### src/rtl/csr_bus_arbiter.sv
// csr_bus_arbiter: round-robin sharing of one CSR port among NUM_MASTER requesters
module csr_bus_arbiter #(
    parameter int NUM_MASTER = 2,
    parameter int ADDR_W = 12,
    parameter int DATA_W = 8
) (
    input  logic                         clk,
    input  logic                         rst,
    input  logic [NUM_MASTER-1:0]        m_req_i,
    input  logic [NUM_MASTER-1:0]        m_we_i,
    input  logic [NUM_MASTER*ADDR_W-1:0] m_addr_i,
    input  logic [NUM_MASTER*DATA_W-1:0] m_wdata_i,
    output logic [NUM_MASTER-1:0]        m_ack_o,
    output logic [DATA_W-1:0]            m_rdata_o,
    output logic [ADDR_W-1:0]            csr_addr_o,
    output logic                         csr_we_o,
    output logic [DATA_W-1:0]            csr_wdata_o,
    input  logic [DATA_W-1:0]            csr_rdata_i
);
    localparam int IDX_W = $clog2(NUM_MASTER);
    typedef enum logic [1:0] {IDLE, ADDR, READ, RESP} state_e;
    state_e state_q, state_d;
    logic [IDX_W-1:0] rr_q, rr_d, idx_q, idx_d, pick;
    logic we_q, we_d;
    logic [ADDR_W-1:0] addr_q, addr_d;
    logic [DATA_W-1:0] wdata_q, wdata_d, rdata_q, rdata_d;
    // Scan from the highest offset down so the requester closest to rr wins.
    function automatic logic [IDX_W-1:0] rr_pick(input logic [NUM_MASTER-1:0] req,
                                                 input logic [IDX_W-1:0] rr);
        logic [IDX_W-1:0] p;
        int j;
        p = '0;
        for (int i = NUM_MASTER - 1; i >= 0; i--) begin
            j = int'(rr) + i;
            if (j >= NUM_MASTER) j = j - NUM_MASTER;
            if (req[IDX_W'(j)]) p = IDX_W'(j);
        end
        return p;
    endfunction
    assign pick = rr_pick(m_req_i, rr_q);
    always_ff @(posedge clk) begin
        if (rst) begin
            state_q <= IDLE;
            rr_q    <= '0;
            idx_q   <= '0;
            we_q    <= 1'b0;
            addr_q  <= '0;
            wdata_q <= '0;
            rdata_q <= '0;
        end else begin
            state_q <= state_d;
            rr_q    <= rr_d;
            idx_q   <= idx_d;
            we_q    <= we_d;
            addr_q  <= addr_d;
            wdata_q <= wdata_d;
            rdata_q <= rdata_d;
        end
    end
    always_comb begin
        state_d = state_q;
        rr_d    = rr_q;
        idx_d   = idx_q;
        we_d    = we_q;
        addr_d  = addr_q;
        wdata_d = wdata_q;
        rdata_d = rdata_q;
        case (state_q)
            IDLE: if (|m_req_i) begin
                state_d = ADDR;
                idx_d   = pick;
                for (int k = 0; k < NUM_MASTER; k++) begin
                    if (pick == IDX_W'(k)) begin
                        we_d    = m_we_i[k];
                        addr_d  = m_addr_i[k*ADDR_W +: ADDR_W];
                        wdata_d = m_wdata_i[k*DATA_W +: DATA_W];
                    end
                end
            end
            ADDR: state_d = we_q ? RESP : READ;
            READ: begin
                rdata_d = csr_rdata_i;
                state_d = RESP;
            end
            RESP: begin
                rr_d    = (idx_q == IDX_W'(NUM_MASTER - 1)) ? '0 : idx_q + 1'b1;
                state_d = IDLE;
            end
            default: state_d = IDLE;
        endcase
    end
    always_comb begin
        m_ack_o = '0;
        if (state_q == RESP) m_ack_o[idx_q] = 1'b1;
        csr_we_o = (state_q == ADDR) && we_q;
    end
    assign csr_addr_o  = addr_q;
    assign csr_wdata_o = wdata_q;
    assign m_rdata_o   = rdata_q;
endmodule

### config.mk
export PLATFORM = sky130hd
export DESIGN_NAME = csr_bus_arbiter
export DESIGN_NICKNAME = d
export VERILOG_FILES = /design/src/rtl/csr_bus_arbiter.sv
export SDC_FILE = /design/constraint.sdc
export NUM_CORES = 1
export LEC_CHECK = 0
export CAP_MARGIN = 25
export CORE_UTILIZATION = 36
export DETAILED_ROUTE_END_ITERATION = 6
export GPL_TIMING_DRIVEN = 1
export PLACE_DENSITY = 0.83
export SYNTH_ARGS = -nofsm -noshare
export SYNTH_HDL_FRONTEND = slang
export SYNTH_SLANG_ARGS = --single-unit
### constraint.sdc
create_clock -name clk -period 1.34 [get_ports clk]
set_clock_uncertainty 0.1 [all_clocks]
set_input_delay 0.335 -clock clk [delete_from_list [all_inputs] [get_ports clk]]
set_output_delay 0.335 -clock clk [all_outputs]
set_load 0.02 [all_outputs]
* Word-level counts from Yosys, hierarchy flattened *
Cells that the tools add are included.

word-level totals
  register bits = 33
  bits in latches = 0
  memory bits (writable) = 0
  ROM bits = 0
  bits of input ports = 54
  logic and storage cells = 44
  memories = 0

operators by class
  $add $sub $neg = 4
  multipliers = 0
  div/mod/pow operators = 0
  $lt $le $gt $ge = 6
  equal/unequal tests = 4
  shift-type cells = 0
  multiplexer cells = 18
  bitwise logic cells = 0
  reductions and logical operators = 5

operator list
  kind                   count
  $mux W1                12
  $mux W12               1
  $mux W8                1
  $pmux W2 S4            1
  $lt A1 B3 Y1 const B   2
  $eq A2 B2 Y1 const B   2
  $mux W2                2
  $add A1 B1 Y2 const B  1
  $eq A2 B1 Y1 const B   1
  $ge A1 B2 Y1 const B   1
  $ge A2 B2 Y1 const B   1
  $logic_and A1 B1 Y1    2
  $logic_not A2 Y1       1
  $lt A1 B2 Y1 const B   1
  $ne A2 B2 Y1 const B   1
  $reduce_and A2 Y1      1
  $reduce_or A2 Y1       1
  $sub A1 B1 Y1 const B  2
  $add A1 B1 Y1 const B  1
  $demux W1 S1           1
  $ge A1 B1 Y1 const B   1

* Longest topological paths before layout *
  word-level depth = 9
  mapped depth = 6
  mapped depth without buffers = 5

* Worst setup path before layout *
OpenSTA, ideal clock, no wires.

  kind = register -> register
  start point = register state_q[0]
  end point = register state_q[1]
  setup time = 128 ps
  data arrival time = 1247 ps
  slack = -135 ps
  cell stages (with the launch flop) = 6
  buffers on the path = 0
  cell sequence = dfxtp_1 > inv_1 > ha_1 > or3b_4 > mux2i_1 > nor2_1

between the ends
  longest elaborated chain between the ends = 2

ends and longest elaborated chain
  element                                      RTL line  text
  from (decl)                                  22        state_e state_q, state_d;
  from (signal assigned)                       51        state_q <= state_d;
  $eq A2 B2 Y1, or another cell as far along   68        case (state_q)
  $pmux W2 S4 or $ne A2 B2 Y1 (tied branches)  --

Several ways; a longest one is shown, not always the timed one.
A chain may end at the register's enable or synchronous reset.

* Worst setup path in the final report *
  start point = register state_q[0]
  end point = register state_q[0]

The elaborated chain is that of the path after synthesis.

==> flow_summary_export.csv <==
group,metric,value,unit
synth,synth_edf_count,0,
sta,hold_viol,0,
run_status,status,"finished, violations left",
sta,fin_ws,-0.2369,ns
die,chipHeight,69.81,um
detailed_routing,drtIter0Drc,67,
clock_tree,path_clk_slew,0.07,ns
power_and_ir_drop,p_per_area,2047,nW/um2
clock_tree,h-tree-depth,2,
sta,tightest_slew,0.2949,ns
detailed_routing,wl_met2,2.654,mm
sta,setup_viol,35,
global_route,grt_max_degree,19,
synth,syn-cell-area,1655,um2
sta,hold_ws,0.3437,ns
synth,synthDistinctLibCells,28,
critical_path,crit_start,"state_q[0]",
detailed_routing,firstDrtPassIters,4,
die,core,4384,um2
detailed_routing,wl_per_cell,14.90,um
synth,synth.avg_cell_area,9.795,um2
synth,synthArstFlopShare,0,%
sta,slew_viol_final,0,
synth,ys_seq_area_share,39.91,%
layout,antennaDiodeCount,0,
die,fp.dieW,69.81,um
sta,fmax,0.6341,GHz
clock_tree,cts_buffer_depth,2,
synth,ys_seq_elements,33,
die,start_util,37.76,%
critical_path,start_kind,"flop",
detailed_routing,met3WireLength,235,um
power_and_ir_drop,leakage,1.235,nW
global_route,grt.overflow.total,0,
die,rows,24,
run_status,violations,"setup timing",
synth,yosys_warnings,0,
detailed_routing,dr_total_vias,1637,
placed_design,io_buffer_count,84,
hold_path,hp-class,"input pin to flop",
placed_design,finalWeightedCongestion,0.7135,
sta,maxSlewHeadroom,80.19,%
placed_design,dpl_cell_area,2718,um2
detailed_routing,wl_met1,1.949,mm
layout,finalInstanceArea,2993,um2
synth,ys.flop_type,"dfxtp_1",
global_route,grt_pass1_vias,1615,
synth,synth_nets,228,
placed_design,hpwl,3.285,mm
layout,fill_cells,370,
power_and_ir_drop,power,6.127,mW
global_route,track_usage,18.30,%
layout,drive_gt1_share,49.09,%
clock_tree,cts_buffers,5,
critical_path,crit_arrival,1.66,ns
global_route,antenna_found_initial,0,
power_and_ir_drop,ir_worst_vdd,1215,uV
clock_tree,ctsHoldBuffers,0,
detailed_routing,detail-route-antenna-nets,0,
detailed_routing,top_layer,"met4",
critical_path,r2r_start,"state_q[0]",
detailed_routing,drcViolationCount,0,
placed_design,dp_cells,313,
layout,syn_to_final_growth,80.80,%
clock_tree,cts_tree,"yes",
detailed_routing,via_per_inst,5.006,
critical_path,cp-end-kind,"flop",
layout,final_common_cell,"clkdlybuf4s50_1",
critical_path,required,1.42,ns
clock_tree,cts_sinks,33,
layout,fin_nets,333,
hold_path,worstHoldStart,"rst",
sta,period_share,117.7,%
layout,postLayoutCoreUtil,68.26,%
critical_path,critPathMaxFanout,4,
synth,synth_cells,169,
sta,rsz0062_at_grt,"yes",
layout,fin_cells,327,
clock_tree,clockRootBuffer,"clkbuf_8",
die,pin_count,85,
clock_tree,clock_latency,0.28,ns
detailed_routing,finalWirelength,4.872,mm
global_route,grt_pass1_wl,7.176,mm
layout,most-common-layout-cells,"clkdlybuf4s50_1 (50), dfxtp_1 (29), buf_2 (24), nor2_1 (23), nand2_1 (22)",
critical_path,path_class,"flop to flop",
die,die_area,4873,um2
sta,timing.final.crit_period,1.577,ns
run,maxCapViolCount,0,
## area by class of cell
type	count	area [um2]	share of cell area, %
multi-input cells	122	1082	36.16
repair buffers	110	1080	36.08
flip-flops and latches	33	670.6	22.41
clock buffers	6	72.57	2.425
well taps	52	65.06	2.174
inverters	2	12.51	0.4181
clock inverters	2	10.01	0.3344
## path summary, 6_finish.rpt
path / endpoint / slack, ns / cells after the start
worst min-delay path: csr_wdata_o[7] / 0.34 / 3
worst max-delay path: state_q[0] / -0.24 / 5
worst min register to register: m_rdata_o[6] / 0.40 / 2
worst max register to register: state_q[0] / -0.24 / 5
## power by group
group          switching, mW  leakage [nW]  internal [mW]  total (mW)
registers              0.234         0.274           1.34        1.58
logic                   1.90         0.916           1.94        3.83
clock network          0.356        0.0450          0.360       0.715
total                   2.49          1.23           3.64        6.13
## critical path, stage by stage, from the launching register on
cell,delay [ns]
dfxtp_4,0.37
buf_6,0.12
inv_4,0.05
ha_4,0.15
or3b_4,0.41
a221oi_2,0.27
## kinds of logic (layout without fill, tap and decap cells)
group | after synthesis | count (layout) | share of synthesized area (%)
adder cells (fa/ha/maj) | 5 | 5 | 3.779
flip-flops | 33 | 33 | 39.91
multiplexers | 9 | 9 | 5.442
AO/OA/AOI/OAI | 47 | 47 | 29.18
AND/OR/NAND/NOR | 61 | 61 | 15.42
buffers and inverters | 14 | 120 | 6.274
## what timing repair did
action / 4_1_cts / 5_1_grt
hold endpoints to repair: 0 / 0
setup endpoints to repair: 63 / 56
gates resized for setup: 113 / 60
setup buffers: 1 / 3
pin swaps: 1 / 24
gates cloned: 0 / 2
## synthesized netlist by cell type, types with 2 or more instances
| cell | number | area [um2] |
|---|---|---|
| buf_4 | 4 | 30.03 |
| a21oi_2 | 18 | 157.7 |
| a21oi_1 | 2 | 10.01 |
| nor2_1 | 31 | 116.4 |
| dfxtp_1 | 33 | 660.6 |
| clkbuf_1 | 2 | 7.510 |
| and2_1 | 2 | 12.51 |
| buf_12 | 2 | 40.04 |
| inv_1 | 2 | 7.510 |
| nand2_1 | 22 | 82.58 |
| nor2b_1 | 2 | 12.51 |
| a211oi_2 | 19 | 237.7 |
| buf_2 | 3 | 15.01 |
| mux2i_1 | 9 | 90.09 |
| ha_1 | 5 | 62.56 |
## layer usage
layer  up-vias  track usage (%)
li1        791                -
met4         0            6.444
met3         4            4.651
met1       797            20.65
met2        45            33.01
met5         -                0
## through the flow
| step | setup TNS, ns | worst slack (ns) |
|---|---|---|
| after floorplan | -0.007039 | -0.005194 |
| after global placement | -10.42 | -0.3847 |
| after detailed placement | -11.42 | -0.4295 |
| after CTS | -4.603 | -0.2022 |
| after global routing | -5.537 | -0.2861 |
| final | -3.564 | -0.2369 |
## flip-flops by register name, indices dropped and copies added (netlist names)
name,cells
csr_wdata_o,8
csr_addr_o,12
idx_q,1
rr_q,1
state_q,2
m_rdata_o,8
we_q,1
(Power assumes the default switching activity.)
